File: src/rtl/rr_arbiter.sv
// Round-robin arbiter with a registered one-beat output slot.
// Define RR_ARBITER_LOCK_EN to enable burst locking (ARB/LOCKED FSM).
module rr_arbiter #(
  parameter int REQ  = 4,
  parameter int DATA = 8,
  parameter int ID_W = $clog2(REQ)
) (
  input  logic                      clk,
  input  logic                      reset,
  input  logic [REQ-1:0]            req,
  input  logic [REQ-1:0][DATA-1:0]  in,
  input  logic [REQ-1:0]            lock,
  output logic [REQ-1:0]            grant,
  output logic                      out_valid,
  input  logic                      out_ready,
  output logic [DATA-1:0]           out_data,
  output logic [ID_W-1:0]           out_id
);

  localparam logic [ID_W:0]   REQ_CNT = (ID_W+1)'(REQ);
  localparam logic [ID_W-1:0] LAST_ID = ID_W'(REQ - 1);

  logic                 out_valid_reg;
  logic [DATA-1:0]      out_data_reg;
  logic [ID_W-1:0]      out_id_reg;
  logic [ID_W-1:0]      ptr_reg;
  logic [ID_W-1:0]      ptr_next;

  logic [REQ-1:0]       lock_mask;
  logic [REQ-1:0]       eff_req;
  logic [REQ-1:0]       rot_req;
  logic [2*REQ-1:0]     dbl_req;
  logic [ID_W-1:0]      rot_off;
  logic [ID_W:0]        gnt_sum;
  logic [ID_W-1:0]      gnt_id;
  logic                 slot_open;
  logic                 grant_any;

  assign slot_open = !out_valid_reg || out_ready;

`ifdef RR_ARBITER_LOCK_EN
  typedef enum logic {ARB, LOCKED} state_t;

  state_t          state_reg, state_next;
  logic [ID_W-1:0] lk_id_reg, lk_id_next;

  always_ff @(posedge clk) begin
    if (reset) begin
      state_reg <= ARB;
      lk_id_reg <= '0;
    end else begin
      state_reg <= state_next;
      lk_id_reg <= lk_id_next;
    end
  end

  // The lock bit travels with the beat: it is sampled only on a granted cycle.
  always_comb begin
    state_next = state_reg;
    lk_id_next = lk_id_reg;
    case (state_reg)
      ARB: begin
        if (grant_any && lock[gnt_id]) begin
          state_next = LOCKED;
          lk_id_next = gnt_id;
        end
      end
      LOCKED: begin
        if (grant_any && !lock[gnt_id]) state_next = ARB;
      end
      default: state_next = ARB;
    endcase
  end

  for (genvar gi = 0; gi < REQ; gi++) begin : g_lock_mask
    assign lock_mask[gi] = (state_reg != LOCKED) || (lk_id_reg == ID_W'(gi));
  end
`else
  logic unused_lock;
  assign unused_lock = ^lock;
  assign lock_mask   = '1;
`endif

  for (genvar gi = 0; gi < REQ; gi++) begin : g_eff_req
    assign eff_req[gi] = req[gi] & lock_mask[gi];
  end

  // Rotate so that bit 0 of rot_req corresponds to requester ptr_reg.
  assign dbl_req = {eff_req, eff_req};
  assign rot_req = REQ'(dbl_req >> ptr_reg);

  always_comb begin
    rot_off = '0;
    for (int k = REQ - 1; k >= 0; k--) begin
      if (rot_req[k]) rot_off = ID_W'(k);
    end
  end

  assign gnt_sum   = {1'b0, ptr_reg} + {1'b0, rot_off};
  assign gnt_id    = (gnt_sum >= REQ_CNT) ? ID_W'(gnt_sum - REQ_CNT) : gnt_sum[ID_W-1:0];
  assign grant_any = slot_open && !reset && (|eff_req);
  assign ptr_next  = (gnt_id == LAST_ID) ? '0 : gnt_id + ID_W'(1);

  for (genvar gi = 0; gi < REQ; gi++) begin : g_grant
    assign grant[gi] = grant_any && (gnt_id == ID_W'(gi));
  end

  always_ff @(posedge clk) begin
    if (reset) begin
      out_valid_reg <= 1'b0;
      out_data_reg  <= '0;
      out_id_reg    <= '0;
      ptr_reg       <= '0;
    end else if (grant_any) begin
      out_valid_reg <= 1'b1;
      out_data_reg  <= in[gnt_id];
      out_id_reg    <= gnt_id;
      ptr_reg       <= ptr_next;
    end else if (slot_open) begin
      out_valid_reg <= 1'b0;
    end
  end

  assign out_valid = out_valid_reg;
  assign out_data  = out_data_reg;
  assign out_id    = out_id_reg;

endmodule
File: config.mk
export PLATFORM = sky130hd
export DESIGN_NAME = rr_arbiter
export DESIGN_NICKNAME = d
export VERILOG_FILES = /design/src/rtl/rr_arbiter.sv
export SDC_FILE = /design/constraint.sdc
export NUM_CORES = 1
export LEC_CHECK = 0
export CAP_MARGIN = 20
export CORE_UTILIZATION = 32
export CTS_CLUSTER_DIAMETER = 50
export CTS_CLUSTER_SIZE = 12
export DETAILED_ROUTE_END_ITERATION = 12
export HOLD_SLACK_MARGIN = 0.02
export PLACE_DENSITY_LB_ADDON = 0.2
export RECOVER_POWER = 50
export SYNTH_ARGS = -nofsm -noshare
export SYNTH_HDL_FRONTEND = slang
export SYNTH_SLANG_ARGS = --single-unit
File: constraint.sdc
create_clock -name clk -period 3.4 [get_ports clk]
set_clock_uncertainty 0.1 [all_clocks]
set_input_delay 0.34 -clock clk [delete_from_list [all_inputs] [get_ports clk]]
set_output_delay 0.34 -clock clk [all_outputs]
set_load 0.01 [all_outputs]
# After elaboration in Yosys (flattened, before gate mapping)
# Cells that the tools add are included.
dict set report word_totals {
  ram_bits 0
  latchBits 0
  rom_bits 0
  mem_count 0
  register_bits 13
  elab_cells 35
}
dict set report classes {
  n_addsub 3
  shifts 1
  reduce_logical 12
  eq_ne 3
  n_mux 10
  n_div 0
  n_bitwise 0
  magnitude_cmp 2
  n_mul 0
}
# operator n
set ops {}
lappend ops {{8-bit binary-select mux with 2-bit select} 1}
lappend ops {{2-bit 2-to-1 mux} 6}
lappend ops {{8-bit 2-to-1 mux} 1}
lappend ops {{8-bit by 2-bit right shift with 4-bit output} 1}
lappend ops {{1-bit logical AND} 6}
lappend ops {{2-bit equality test, second input constant} 2}
lappend ops {{4-bit OR reduction} 1}
lappend ops {{2-bit by 2-bit adder with 3-bit output} 1}
lappend ops {{3-bit greater-or-equal comparator, second input constant} 1}
lappend ops {{2-bit by 3-bit less-than comparator with 1-bit output, second input constant} 1}
lappend ops {{2-bit by 1-bit adder with 2-bit output, second input constant} 1}
lappend ops {{2-bit by 1-bit equality test with 1-bit output, second input constant} 1}
lappend ops {{1-bit zero test} 2}
lappend ops {{2-bit zero test} 1}
lappend ops {{1-bit 2-to-1 mux} 2}
lappend ops {{2-bit nonzero test} 1}
lappend ops {{2-bit by 1-bit subtractor with 2-bit output, second input constant} 1}
lappend ops {{1-bit logical OR} 1}

# Depth between registers and ports, before layout
dict set report logic_depth {
  ltp_word 10
  depth_mapped 12
}

# Worst setup path after synthesis
# Ideal clock, no wire load.
dict set report synth_timing {
  path_kind {register -> register}
  startpoint {register ptr_reg[0]}
  endpoint {register out_data_reg[3] (netlist: out_data[3])}
  stages_incl_launch_ff 12
  arrival_time_ns 2.433
  period_less_slack_ns 2.655
  setup_slack_ns 0.745
  required_ns 3.178
  cell_sequence {dfxtp_1 -> buf_4 -> nor2b_1 -> a221oi_1 -> o221ai_1 -> ha_1 -> clkbuf_1 -> clkbuf_1 -> mux2i_1 -> nand2b_1 -> a21oi_1 -> a221o_1}
}
dict set report synth_between {
  elab_chain_cells 10
  elab_cells_between_ends 11
  classes_between {add/sub (2); order compare (1); shift (1); mux (7)}
}
# item line
set synth_lines {}
lappend synth_lines {{from (decl)} 26} ;# logic [ID_W-1:0] ptr_reg;
lappend synth_lines {{from (signal assigned)} 118} ;# ptr_reg <= ptr_next;
lappend synth_lines {{8-bit by 2-bit right shift with 4-bit output} 90} ;# assign rot_req = REQ'(dbl_req >> ptr_reg);
lappend synth_lines {{2-bit 2-to-1 mux (4 in a row)} 95} ;# if (rot_req[k]) rot_off = ID_W'(k);
lappend synth_lines {{2-bit by 2-bit adder with 3-bit output (*)} 99} ;# assign gnt_sum = {1'b0, ptr_reg} + {1'b0, rot_off};
lappend synth_lines {{3-bit greater-or-equal comparator / 2-bit by 1-bit subtractor with 2-bit output (equally long branches)} 100} ;# assign gnt_id = (gnt_sum >= REQ_CNT) ? ID_W'(gnt_sum - REQ_CNT) : gnt_sum[ID_W-1:0];
lappend synth_lines {{2-bit 2-to-1 mux (*)} 100}
lappend synth_lines {{via gnt_id[0]} 35} ;# logic [ID_W-1:0] gnt_id;
lappend synth_lines {{8-bit binary-select mux with 2-bit select (*)} 116} ;# out_data_reg <= in[gnt_id];
lappend synth_lines {{8-bit 2-to-1 mux (implied by the code) (*)} 116}
lappend synth_lines {{to (signal assigned)} 116}
lappend synth_lines {{to (decl)} 24} ;# logic [DATA-1:0] out_data_reg;
# The timed path passes the listed nets; every way through them passes the cells marked *. The select of a mux whose other input is x is not followed.
# A chain may end at the register's enable or synchronous reset.

# Final worst setup path
dict set report layout_timing {
  startpoint {input port req[0]}
  endpoint {output port grant[3]}
}
dict set report layout_between {
  elab_chain_cells 10
  elab_cells_between_ends 13
  classes_between {add/sub (2); order compare (1); eq/ne (1); shift (1); mux (5); reduce/logical (3)}
}
# item line
set layout_lines {}
lappend layout_lines {{from (decl)} 10} ;# input logic [REQ-1:0] req,
lappend layout_lines {{8-bit by 2-bit right shift with 4-bit output} 90}
lappend layout_lines {{2-bit 2-to-1 mux (4 in a row)} 95}
lappend layout_lines {{2-bit by 2-bit adder with 3-bit output} 99}
lappend layout_lines {{3-bit greater-or-equal comparator / 2-bit by 1-bit subtractor with 2-bit output (equally long branches)} 100}
lappend layout_lines {{2-bit 2-to-1 mux} 100}
lappend layout_lines {{2-bit equality test} 105} ;# assign grant[gi] = grant_any && (gnt_id == ID_W'(gi));
lappend layout_lines {{1-bit logical AND (*)} 105}
lappend layout_lines {{to (decl)} 13} ;# output logic [REQ-1:0] grant,
# Every way passes the cells marked *; elsewhere a longest branch is shown, timed or not.

==> impl_metrics.json <==
{
  "worst_pin_slew_ns": 0.587,
  "yosysTopAreaCellShare_pct": 22.4,
  "multiInputGateArea_sq_um": 851,
  "num-fill-cells": 326,
  "num_rows": 21,
  "yosys.area.top_type": "dfxtp_1",
  "grt_max_degree": 18,
  "finalSetupTns_ns": 0,
  "via_per_inst": 5.06,
  "cts_tree": "done",
  "wl_microns": 3050,
  "async_flop_share_pct": 0,
  "min_path_type": "register to register",
  "cts_num_sinks": 13,
  "max_freq_mhz": 313,
  "ys_seq_elements": 13,
  "worstSkewPairLatency_ns": 0.29,
  "maxSlewViolCount": 0,
  "die_w_microns": 62.3,
  "min_period_ns": 3.20,
  "critical-path-slowest-cell": "clkdlybuf4s50_1",
  "worstPathMaxFanout": 5,
  "ant_nets": 0,
  "largest_reg_flops": 8,
  "synthTopCellsByArea": "dfxtp_1, mux2i_1, nand2b_1",
  "synth-main-ff-cell": "dfxtp_1",
  "firstDrtPassIters": 4,
  "coreArea_sq_um": 3420,
  "crit_path_cell_trace": "clkdlybuf4s50_1 -> nor2_1 -> a221oi_1 -> o221ai_1 -> ha_1 -> xor2_2 -> xnor2_2 -> buf_4 -> nor2_1 -> clkdlybuf4s50_1",
  "remaining_drc_errors": 0,
  "start_util_pct": 34.1,
  "status": "complete, no violations",
  "hpwl_microns": 2320,
  "slew_headroom_pct": 60.6,
  "critPathMaxStageDelay_ns": 0.54,
  "synth_common_cells": "nand2b_1, mux2i_1, dfxtp_1, nor2_1, a21oi_1",
  "setup.worst_path.start_class": "primary input",
  "required_ns": 2.96,
  "ir_drop_uv": 282,
  "rsz0062_at_grt": "false",
  "fin_nets": 237,
  "worstSetupPathType": "primary input to output port",
  "routedWlPerCell_microns": 12.8,
  "antenna_found_initial": 0,
  "vias": 1205,
  "clk_pin_slew_ns": 0.09,
  "setup_viol": 0,
  "ios": 58,
  "max-cap-violations": 0,
  "synth_edf_count": 0,
  "p_leak_uw": 0.000751,
  "yosys_warnings": 0,
  "grt_remaining_overflow": 0,
  "grt_pass1_wl_microns": 5110,
  "fp.dieArea_sq_um": 3880,
  "critPathBufInv": 3,
  "power_density_nw_per_um2": 706,
  "io_buffers": 53,
  "clock_path_buffers": 2,
  "yosysSeqAreaShare_pct": 22.4,
  "synth_most_common_cell": "nand2b_1",
  "cts_root_buffer": "clkbuf_4",
  "hold_violations": 0,
  "numCtsBuffers": 3,
  "antenna_cells": 0,
  "syn_inst": 135,
  "die_h_microns": 62.3,
  "p_total_uw": 1270,
  "drt_iter0_drc": 45,
  "cp.arrival_ns": 2.76,
  "ys_types": 41,
  "cts_max_level": 1,
  "grt.total_usage_pct": 16.3,
  "syn_to_final_growth_pct": 54.9,
  "syn-num-nets": 179,
  "gp_congestion": 0.699,
  "avgSynthCellArea_sq_um": 8.62,
  "worstSetupEndpointType": "output port",
  "syn_area_sq_um": 1160,
  "layout-drive-gt1-share_pct": 14.6,
  "critPathTopFamily": "buffers and inverters",
  "seq_area_sq_um": 262,
  "grt_pass1_vias": 1157,
  "min_period_over_period_pct": 94.1
}
[final timing paths]
check	slack, ns	startpoint	cells past startpoint	end
setup / recovery	0.20	req[0]	10	grant[3]
hold / removal	0.36	out_id[0]	2	out_id[0]
setup reg to reg	0.63	ptr_reg[1]	8	ptr_reg[1]
hold reg to reg	0.36	out_id[0]	2	out_id[0]
[layer usage]
metal  routed length [microns]  track usage (%)  vias up
met5                         0                0        -
met4                        51             7.27        0
met3                       106             2.02        5
met2                      1450             27.7       29
met1                      1440             20.6      553
li1                          -                -      618
[per-stage QoR]
stage / setup slack [ns] / area (sq um) / instances / hold WS [ns] / utilization [%]
finish: 0.201 / 1800 / 238 / 0.358 / 52.8
global route: 0.0363 / 1800 / 238 / 0.378 / 52.8
CTS: 0.0539 / 1780 / 237 / 0.366 / 52.2
detailed placement: 0.0539 / 1760 / 233 / 0.353 / 51.4
global placement: 0.111 / 1760 / 233 / 0.344 / 51.4
floorplan: 0.745 / 1160 / 135 / 0.381 / -
[kinds of logic (layout without fill, tap and decap cells)]
| kind of cell | after synthesis | after routing | synth area share, % |
|---|---|---|---|
| buffers and inverters | 10 | 67 | 5.16 |
| XOR/XNOR | 4 | 4 | 3.66 |
| AND/OR/NAND/NOR | 54 | 54 | 29.6 |
| adder cells (fa/ha/maj) | 1 | 1 | 1.08 |
| AO/OA/AOI/OAI | 35 | 35 | 22.6 |
| multiplexers | 18 | 18 | 15.6 |
| flip-flops | 13 | 13 | 22.4 |
[worst register-to-register path: cells and delay by family (launching register included)]
family / cells / cell delay, ns
adder cells (fa/ha/maj): 1 / 0.46
flip-flops: 1 / 0.60
XOR/XNOR: 1 / 0.13
AO/OA/AOI/OAI: 2 / 0.39
AND/OR/NAND/NOR: 1 / 0.16
buffers and inverters: 1 / 0.35
multiplexers: 2 / 0.49
[cell type report]
type,instances,share of cell area (%)
Clock buffer,4,1.46
Inverter,1,0.208
Multi-Input combinational cell,112,47.2
Sequential cell,13,14.5
Tap cell,46,3.19
Timing Repair Buffer,62,33.4
[power by group]
| group | total [uW] | switching, uW | internal (uW) |
|---|---|---|---|
| Sequential | 276 | 54.3 | 222 |
| Combinational | 894 | 415 | 479 |
| Clock | 104 | 58.2 | 45.7 |
[placed cells by master (no fill, tap or decap), drive strengths merged, types with 2 or more instances in the layout]
cell,count
clkdlybuf4s50,39
nand2b,18
mux2i,17
nor2,15
dfxtp,13
dlygate4sd3,12
a21oi,11
buf,9
o22ai,9
a221o,8
nand2,7
clkbuf,4
nor3,3
nor2b,2
a31oi,2
dlymetal6s2s,2
nor4,2
xor2,2
xnor2,2
[what timing repair did]
| action | in CTS | in global routing |
|---|---|---|
| endpoints found under the setup margin | 0 | 3 |
| gates resized for setup | 0 | 4 |
| hold buffers | 0 | 0 |
| setup buffers | 0 | 1 |
| endpoints found under the hold margin | 0 | 0 |
No activity file was read; power rests on OpenSTA's default activity.
